$ cat src/rtl/krv_uart_rx.sv
// krv_uart_rx: 8N1 UART receiver with a small RX FIFO and sticky framing/overrun flags.
// Define UART_RX_PARITY_EN for 8E1 frames with even-parity checking.
module krv_uart_rx #(
  parameter int FIFO_DEPTH = 4,
  parameter int OVERSAMPLE = 16
) (
  input  logic        cpu_clk,
  input  logic        cpu_rst,
  input  logic        uart_rx,
  input  logic [15:0] baud_div,
  output logic [7:0]  rx_data,
  output logic        rx_valid,
  input  logic        rx_ready,
  output logic        frame_err,
  output logic        overrun_err,
  input  logic        err_clr,
  output logic        rx_busy
);
  localparam int AW = $clog2(FIFO_DEPTH);
  localparam int CW = $clog2(OVERSAMPLE);
  localparam logic [CW-1:0] MID = CW'(OVERSAMPLE / 2 - 1);
  localparam logic [CW-1:0] LAST = CW'(OVERSAMPLE - 1);
  localparam logic [2:0] IDLE = 3'd0;
  localparam logic [2:0] START = 3'd1;
  localparam logic [2:0] DATA = 3'd2;
  localparam logic [2:0] STOP = 3'd4;
`ifdef UART_RX_PARITY_EN
  localparam logic [2:0] PARITY = 3'd3;
  localparam logic [2:0] AFTER_DATA = PARITY;
`else
  localparam logic [2:0] AFTER_DATA = STOP;
`endif
  logic          s1_q, rxs_q, rxs_prev_q;
  logic [2:0]    state_q, state_d;
  logic [15:0]   bcnt_q, bcnt_d;
  logic [CW-1:0] cnt_q, cnt_d;
  logic [2:0]    bit_q, bit_d;
  logic [7:0]    sh_q, sh_d;
  logic [AW:0]   wp_q, wp_d, rp_q, rp_d;
  logic [7:0]    mem_q [FIFO_DEPTH];
  logic [7:0]    mem_d [FIFO_DEPTH];
  logic          frame_err_q, frame_err_d, overrun_err_q, overrun_err_d;
  logic          tick, push, ferr_set, full, pop, do_push, par_ok;
`ifdef UART_RX_PARITY_EN
  logic par_q, par_d;
  assign par_ok = ~(^sh_q ^ par_q);
`else
  assign par_ok = 1'b1;
`endif
  assign tick = bcnt_q == baud_div;
  assign full = (wp_q[AW] != rp_q[AW]) && (wp_q[AW-1:0] == rp_q[AW-1:0]);
  assign rx_valid = wp_q != rp_q;
  assign pop = rx_valid & rx_ready;
  assign do_push = push & (~full | pop);
  assign rx_data = rx_valid ? mem_q[rp_q[AW-1:0]] : 8'd0;
  assign frame_err = frame_err_q;
  assign overrun_err = overrun_err_q;
  assign rx_busy = state_q != IDLE;
  always_comb begin
    state_d = state_q;
    bcnt_d = tick ? 16'd0 : bcnt_q + 16'd1;
    cnt_d = cnt_q;
    bit_d = bit_q;
    sh_d = sh_q;
    push = 1'b0;
    ferr_set = 1'b0;
`ifdef UART_RX_PARITY_EN
    par_d = par_q;
`endif
    case (state_q)
      IDLE: if (rxs_prev_q & ~rxs_q) begin
        state_d = START;
        cnt_d = '0;
        bcnt_d = 16'd0;
      end
      START: if (tick) begin
        cnt_d = (cnt_q == MID) ? '0 : cnt_q + CW'(1);
        bit_d = 3'd0;
        if (cnt_q == MID) state_d = rxs_q ? IDLE : DATA;
      end
      DATA: if (tick) begin
        cnt_d = cnt_q + CW'(1);
        if (cnt_q == LAST) begin
          sh_d = {rxs_q, sh_q[7:1]};
          bit_d = bit_q + 3'd1;
          if (bit_q == 3'd7) state_d = AFTER_DATA;
        end
      end
`ifdef UART_RX_PARITY_EN
      PARITY: if (tick) begin
        cnt_d = cnt_q + CW'(1);
        if (cnt_q == LAST) begin
          par_d = rxs_q;
          state_d = STOP;
        end
      end
`endif
      STOP: if (tick) begin
        cnt_d = cnt_q + CW'(1);
        if (cnt_q == LAST) begin
          state_d = IDLE;
          push = rxs_q & par_ok;
          ferr_set = ~(rxs_q & par_ok);
        end
      end
      default: state_d = IDLE;
    endcase
    mem_d = mem_q;
    if (do_push) mem_d[wp_q[AW-1:0]] = sh_q;
    wp_d = do_push ? wp_q + (AW+1)'(1) : wp_q;
    rp_d = pop ? rp_q + (AW+1)'(1) : rp_q;
    // a new error in the same cycle as err_clr keeps the flag set
    frame_err_d = ferr_set | (frame_err_q & ~err_clr);
    overrun_err_d = (push & full & ~pop) | (overrun_err_q & ~err_clr);
  end
  always_ff @(posedge cpu_clk) begin
    if (cpu_rst) begin
      s1_q <= 1'b1;
      rxs_q <= 1'b1;
      rxs_prev_q <= 1'b1;
      state_q <= IDLE;
      bcnt_q <= 16'd0;
      cnt_q <= '0;
      bit_q <= 3'd0;
      sh_q <= 8'd0;
      wp_q <= '0;
      rp_q <= '0;
      mem_q <= '{default: 8'd0};
      frame_err_q <= 1'b0;
      overrun_err_q <= 1'b0;
`ifdef UART_RX_PARITY_EN
      par_q <= 1'b0;
`endif
    end else begin
      s1_q <= uart_rx;
      rxs_q <= s1_q;
      rxs_prev_q <= rxs_q;
      state_q <= state_d;
      bcnt_q <= bcnt_d;
      cnt_q <= cnt_d;
      bit_q <= bit_d;
      sh_q <= sh_d;
      wp_q <= wp_d;
      rp_q <= rp_d;
      mem_q <= mem_d;
      frame_err_q <= frame_err_d;
      overrun_err_q <= overrun_err_d;
`ifdef UART_RX_PARITY_EN
      par_q <= par_d;
`endif
    end
  end
endmodule

$ cat config.mk
export PLATFORM = sky130hd
export DESIGN_NAME = krv_uart_rx
export DESIGN_NICKNAME = d
export VERILOG_FILES = /design/src/rtl/krv_uart_rx.sv
export SDC_FILE = /design/constraint.sdc
export NUM_CORES = 1
export LEC_CHECK = 0
export CAP_MARGIN = 20
export CELL_PAD_IN_SITES_DETAIL_PLACEMENT = 2
export CELL_PAD_IN_SITES_GLOBAL_PLACEMENT = 2
export CORE_MARGIN = 2
export CORE_UTILIZATION = 39
export CTS_CLUSTER_DIAMETER = 200
export CTS_CLUSTER_SIZE = 10
export DETAILED_ROUTE_END_ITERATION = 10
export PLACE_DENSITY = 0.89
export SLEW_MARGIN = 20
export SYNTH_ARGS = -nofsm -noshare
export SYNTH_HDL_FRONTEND = slang
export SYNTH_SLANG_ARGS = --single-unit
$ cat constraint.sdc
create_clock -name cpu_clk -period 5.5 [get_ports cpu_clk]
set_input_delay 0.55 -clock cpu_clk [delete_from_list [all_inputs] [get_ports cpu_clk]]
set_output_delay 0.55 -clock cpu_clk [all_outputs]
set_load 0.01 [all_outputs]
==> out/qor.csv, run 1 <==
stage,metric,value,unit
outcome,status,"complete, no violations",
clocking,clkTransAtPathRegs,0.10,ns
synthesis,avgSynthCellArea,9.40,sq um
clocking,cts_tree,yes,
sta,fin_setup_tns,0,ns
route,wirelength,10800,microns
sta,grt_setup_unrepaired,false,
global_route,grt.total_usage,0.226,
power_and_ir_drop,p_int,0.853,mW
critical_path,startpoint_type,register,
finish,final_nets,454,
synthesis,synth_fp_nets,430,
synthesis,synth_edf_count,0,
clocking,cts_sinks,77,
synthesis,synth_compound_area_frac,0.0642,
power_and_ir_drop,seqPwrFrac,0.510,
synthesis,muxShareOfSynthArea,0.151,
global_route,antenna_found_initial,0,
finish,layout-drive-gt1-share,0.0864,
global_route,gr-usage-met2,0.407,
global_route,grt_pass1_vias,3377,
synthesis,ys_types,48,
clocking,post_cts_buffers,0,
critical_path,crit_family,flip-flops,
global_route,grt_overflow,0,
floorplanning,core,0.00928,sq mm
synthesis,synth_flop_cell,dfxtp_1,
floorplanning,start_util,0.405,
clocking,ctsHoldBuffers,0,
clocking,cts_buffer_depth,2,
synthesis,syn_area,0.00376,sq mm
critical_path,critPathRequiredTime,4.95,ns
route,ant_nets,0,
critical_path,slowest_stage,dfxtp_1,
sta,slew_viol_final,0,
route,via_count,3023,
sta,worst_slew_pin_slew,0.829,ns
placed_design,gp_congestion,0.755,
synthesis,synthAdderAreaFrac,0.0326,
critical_path,worstPathCellList,xnor2_1 > nand3b_1 > and2_1 > clkdlybuf4s50_1,
global_route,grt_max_degree,49,
sta,setup_violations,0,
synthesis,synth_top_family_by_area,simple AND/OR/NAND/NOR gates,
synthesis,ys_ff_latch,77,
critical_path,cp.buffers_inverters,1,
route,drc,0,
synthesis,yosys_warnings,0,
sta,finalHoldViolCount,0,
global_route,met3_usage,0.0349,
route,drt_iter0_markers,81,
sta,finClkSkew,0.0234,ns
placed_design,numPortBuffers,32,
clocking,clkLatencyLatePin,0.36,ns
synthesis,async_flop_share,0,
power_and_ir_drop,p_clk_frac,0.442,
sta,finalCritPeriodShare,0.570,
sta,fmax,0.319,GHz
critical_path,regToRegSetupSlack,2.91,ns
job,cap_violations,0,
finish,layout_common_cells,"dfxtp_1 (77), nand2_1 (53), mux2i_1 (35)",
critical_path,crit_path_max_fanout,11,
hold_path,worstHoldPathType,reg2reg,
route,wl_per_cell,19.5,microns
floorplanning,ioPinCount,33,
power_and_ir_drop,swShare,0.231,
floorplanning,die_w,102,microns
synthesis,syn-instance-count,400,
placed_design,hpwl,7240,microns
finish,nFillCells,1013,
power_and_ir_drop,comb_power_share,0.048,
clocking,h-tree-depth,3,
route,drtPass1Iterations,4,
floorplanning,fp-row-count,35,
synthesis,ys_seq_area_frac,0.410,
power_and_ir_drop,power_leakage,1.77,nW
sta,whs,0.418,ns
power_and_ir_drop,powerDensity,254,mW/mm^2
global_route,grt_use_met1,0.269,
global_route,grt_pass1_wl,18000,microns
floorplanning,die_y,102,microns
sta,period_needed,3.14,ns
critical_path,endpoint_kind,output port,
synthesis,synth-simple-area-share,0.214,
sta,slew_headroom,0.447,
finish,area_growth,16.0,%
critical_path,arrival,2.59,ns
synthesis,synth_xor_area_frac,0.0838,
finish,final_util,0.470,
clocking,cts_resized,0,
floorplanning,die-area,0.0104,sq mm
power_and_ir_drop,power_switching,0.256,mW
route,viasPerCell,5.43,
power_and_ir_drop,worst_ir_drop_vdd,0.135,mV
finish,final_common_cell,dfxtp_1,
clocking,cts-root-buf,clkbuf_8,
global_route,top_usage_layer,met2,
finish,n_antenna_cell,0,
critical_path,worst_path_largest_cell_delay,0.77,ns
clocking,cts_made_buffers,9,
critical_path,path_class,reg2out,
==> cells in the mapped netlist, types with 3 or more instances <==
cell type,count,share of area
nor2b_1,4,0.0067
and3_1,5,0.0083
nand4_1,4,0.0067
and2_1,8,0.013
xnor2_1,9,0.021
nand3b_1,4,0.0080
buf_4,4,0.0080
nand2b_1,6,0.010
nor3_1,6,0.0080
mux4_2,8,0.048
o21ai_0,11,0.015
a21oi_1,17,0.023
inv_1,11,0.011
nor4_1,4,0.0067
buf_6,3,0.0090
nand3_1,20,0.027
xor2_1,27,0.063
nand2_1,53,0.053
dfxtp_1,77,0.41
nor2_1,25,0.025
or2_2,3,0.0050
mux2i_1,35,0.093
and4_1,3,0.0070
clkbuf_1,14,0.014
ha_1,9,0.030
==> cell type report <==
type / instances / area (sq um) / share of cell area
clock inverters: 5 / 82.6 / 0.0189
flip-flops and latches: 77 / 1540 / 0.353
well taps: 129 / 161 / 0.0370
inverters: 12 / 45.0 / 0.0103
multi-input cells: 289 / 2050 / 0.470
clock buffers: 10 / 138 / 0.0315
repair buffers: 35 / 343 / 0.0786
==> state kept, by name, indices dropped and copies added, names as in the netlist <==
signal       count
bcnt_q          16
mem_q           32
rxs_q            1
rp_q             3
bit_q            3
overrun_err      1
frame_err        1
state_q          3
rxs_prev_q       1
sh_q             8
cnt_q            4
wp_q             3
s1_q             1
==> per-stage QoR <==
stage	instance area, sq um	setup slack, ns	power (mW)	std cells
global route	4360	2.19	1.15	557
global placement	4140	2.54	0.630	542
floorplan	3760	3.53	0.605	400
CTS	4360	2.33	1.12	557
detailed placement	4140	2.54	0.632	542
finish	4360	2.36	1.11	557
==> routing by layer <==
layer  vias up  wire length [microns]
li1       1421                      -
met2        49                   5860
met1      1535                   4440
met5         -                      0
met3        18                    299
met4         0                    247
==> worst reg2reg max path: stages (launching register included) <==
cell and delay [ns]:
dfxtp_1 0.77, xnor2_1 0.23, nand4b_1 0.20, and3_1 0.45, nand3_2 0.40, mux2_4 0.41
==> worst paths after layout <==
path,startpoint,endpoint,cells past startpoint
hold / removal,s1_q,rxs_q,1
hold reg to reg,s1_q,rxs_q,1
setup reg to reg,rp_q[1],wp_q[2],5
setup / recovery,rp_q[1],rx_data[4],4
==> logic make-up (layout without fill, tap and decap cells) <==
group | Yosys count | in the layout
AOI/OAI and AO/OA | 41 | 41
xor gates and xnor gates | 36 | 36
adders and majority gates | 10 | 10
buffers and inverters | 34 | 62
DFF | 77 | 77
muxes | 46 | 46
and+or+nand+nor | 156 | 156
==> power by group through the flow <==
stage	clock, mW	combinational, mW	sequential (mW)
final	0.490	0.0535	0.566
after global routing	0.523	0.0589	0.566
after CTS	0.497	0.0543	0.566
after detailed placement	0	0.0530	0.579
after global placement	0	0.0510	0.579
after floorplan	0	0.0290	0.576
Note: power is estimated with default switching activity, not from simulation.
==> run 2, diff against run 1 <==
--- a/config.mk
+++ b/config.mk
@@ -9,11 +9,11 @@
 export CELL_PAD_IN_SITES_DETAIL_PLACEMENT = 2
 export CELL_PAD_IN_SITES_GLOBAL_PLACEMENT = 2
 export CORE_MARGIN = 2
-export CORE_UTILIZATION = 39
+export CORE_UTILIZATION = 36
 export CTS_CLUSTER_DIAMETER = 200
 export CTS_CLUSTER_SIZE = 10
 export DETAILED_ROUTE_END_ITERATION = 10
-export PLACE_DENSITY = 0.89
+export PLACE_DENSITY = 0.84
 export SLEW_MARGIN = 20
 export SYNTH_ARGS = -nofsm -noshare
 export SYNTH_HDL_FRONTEND = slang
==> constraint.sdc (replaced) <==
create_clock -name cpu_clk -period 3.2 [get_ports cpu_clk]
set_input_delay 0.32 -clock cpu_clk [delete_from_list [all_inputs] [get_ports cpu_clk]]
set_output_delay 0.32 -clock cpu_clk [all_outputs]
set_load 0.01 [all_outputs]
==> out/qor.csv, run 2 (synthesized netlist as in run 1, its figures left out) <==
stage,metric,value,unit,change
outcome,status,"complete, no violations",,
sta,grt_setup_unrepaired,false,,
floorplanning,die_w,106,microns,+3.9%
sta,fin_ws,0.449,ns,-1.91 ns
route,drc,0,,unchanged
critical_path,arrival,2.43,ns,-0.16 ns
finish,largest_register_ffs,32,,unchanged
floorplanning,die_y,106,microns,+3.9%
clocking,cts-root-buf,clkbuf_8,,
finish,top_register,mem_q,,
clocking,clkTransAtPathRegs,0.08,ns,-0.02 ns
global_route,grt_pass1_vias,3408,,+0.92%
floorplanning,ioPinCount,33,,unchanged
finish,layout_common_cells,"dfxtp_1 (77), nand2_1 (53), mux2i_1 (35)",,
finish,final_common_cell,dfxtp_1,,
clocking,cts_resized,0,,unchanged
global_route,grt_pass1_wl,17900,microns,-0.73%
route,wl_per_cell,19.0,microns,-2.5%
sta,period_needed,2.75,ns,
clocking,ctsHoldBuffers,0,,unchanged
power_and_ir_drop,powerDensity,447,mW/mm^2,+76%
finish,reg_top3,"mem_q x32, bcnt_q x16, sh_q x8",,
sta,finalHoldViolCount,0,,unchanged
placed_design,gp_congestion,0.753,,-0.29%
finish,stdcell_count,569,,+2.2%
critical_path,critPathRequiredTime,2.88,ns,-2.07 ns
placed_design,numPortBuffers,32,,unchanged
clocking,cts_made_buffers,9,,unchanged
sta,slew_viol_final,0,,unchanged
floorplanning,die-area,0.0113,sq mm,+8.0%
finish,area_growth,17.6,%,
route,drt_iter0_markers,162,,+100%
clocking,h-tree-depth,3,,unchanged
route,via_count,3000,,-0.76%
finish,n_antenna_cell,0,,unchanged
job,cap_violations,0,,unchanged
floorplanning,core,0.0102,sq mm,+10%
sta,fin_setup_tns,0,ns,unchanged
sta,whs,0.428,ns,+0.0105 ns
route,wirelength,10800,microns,-0.41%
placed_design,dpl.cell_count,553,,+2.0%
clocking,cts_buffer_depth,2,,unchanged
finish,layout-drive-gt1-share,0.0924,,+0.00593
critical_path,path_class,reg2out,,
sta,setup_violations,0,,unchanged
route,ant_nets,0,,unchanged
floorplanning,start_util,0.368,,-0.0375
clocking,post_cts_buffers,0,,unchanged
placed_design,hpwl,7150,microns,-1.2%
global_route,antenna_found_initial,0,,unchanged
critical_path,startpoint_type,register,,
route,viasPerCell,5.27,,-2.9%
clocking,clkLatencyLatePin,0.36,ns,about the same
placed_design,dp_slack,0.337,ns,-2.21 ns
global_route,grt_overflow,0,,unchanged
floorplanning,fp-row-count,37,,+5.7%
clocking,cts_tree,yes,,
power_and_ir_drop,power_leakage,1.80,nW,+1.5%
critical_path,endpoint_kind,output port,,
route,drtPass1Iterations,4,,unchanged
sta,finClkSkew,0.0125,ns,-0.0108 ns
hold_path,worstHoldPathType,reg2reg,,
sta,worst_slew_pin_slew,0.825,ns,-0.00313 ns
critical_path,crit_path_max_fanout,9,,-2
global_route,grt_max_degree,49,,unchanged
power_and_ir_drop,worst_ir_drop_vdd,0.168,mV,+25%
sta,slew_headroom,0.449,,+0.00209
clocking,cts_sinks,77,,unchanged
finish,final_nets,458,,+0.88%
global_route,grt.total_usage,0.203,,-0.0224
finish,final_util,0.432,,-0.0378
sta,fmax,0.363,GHz,
sta,finalCritPeriodShare,0.860,,
## run 2: stage by stage
step	instance area (sq um)	total power, mW
floorplan	3760	1.04
global placement	4180	1.08
detailed placement	4180	1.09
CTS	4420	1.99
global route	4420	2.05
finish	4420	1.98
## run 2: metal layers
metal / share of wire / global-route usage / up-vias
met1: 0.43 / 0.239 / 1522
met4: 0.022 / 0.0827 / 0
met2: 0.53 / 0.372 / 36
met5: 0 / 0 / -
met3: 0.022 / 0.0251 / 16
li1: - / - / 1426
## run 2: cell type report
cell class / count / area [sq um]
clock buffer: 12 / 145
timing repair buffer: 39 / 373
clock inverter: 4 / 95.1
sequential: 77 / 1540
multi-input combinational: 289 / 2050
inverter: 12 / 45.0
tap: 136 / 170
fill: 1121 / 5810
## run 2: worst max-delay path: stages, from the launching register on
cell	delay (ns)
dfxtp_1	0.67
buf_4	0.24
mux4_2	0.51
and2_1	0.17
clkdlybuf4s50_1	0.47
## run 2: report_power, final
part           switching, mW  total (mW)  internal (mW)  leakage [nW]
combinational         0.0495      0.0929         0.0435          1.05
sequential           0.00970       0.973          0.963         0.621
clock                  0.373       0.913          0.540         0.121
## run 2: final timing paths
check	startpoint	endpoint	slack, ns	depth (start not counted)
hold reg to reg	s1_q	rxs_q	0.43	1
setup reg to reg	bcnt_q[0]	mem_q[23]	0.64	6
hold / removal	s1_q	rxs_q	0.43	1
setup / recovery	rp_q[0]	rx_data[0]	0.45	4
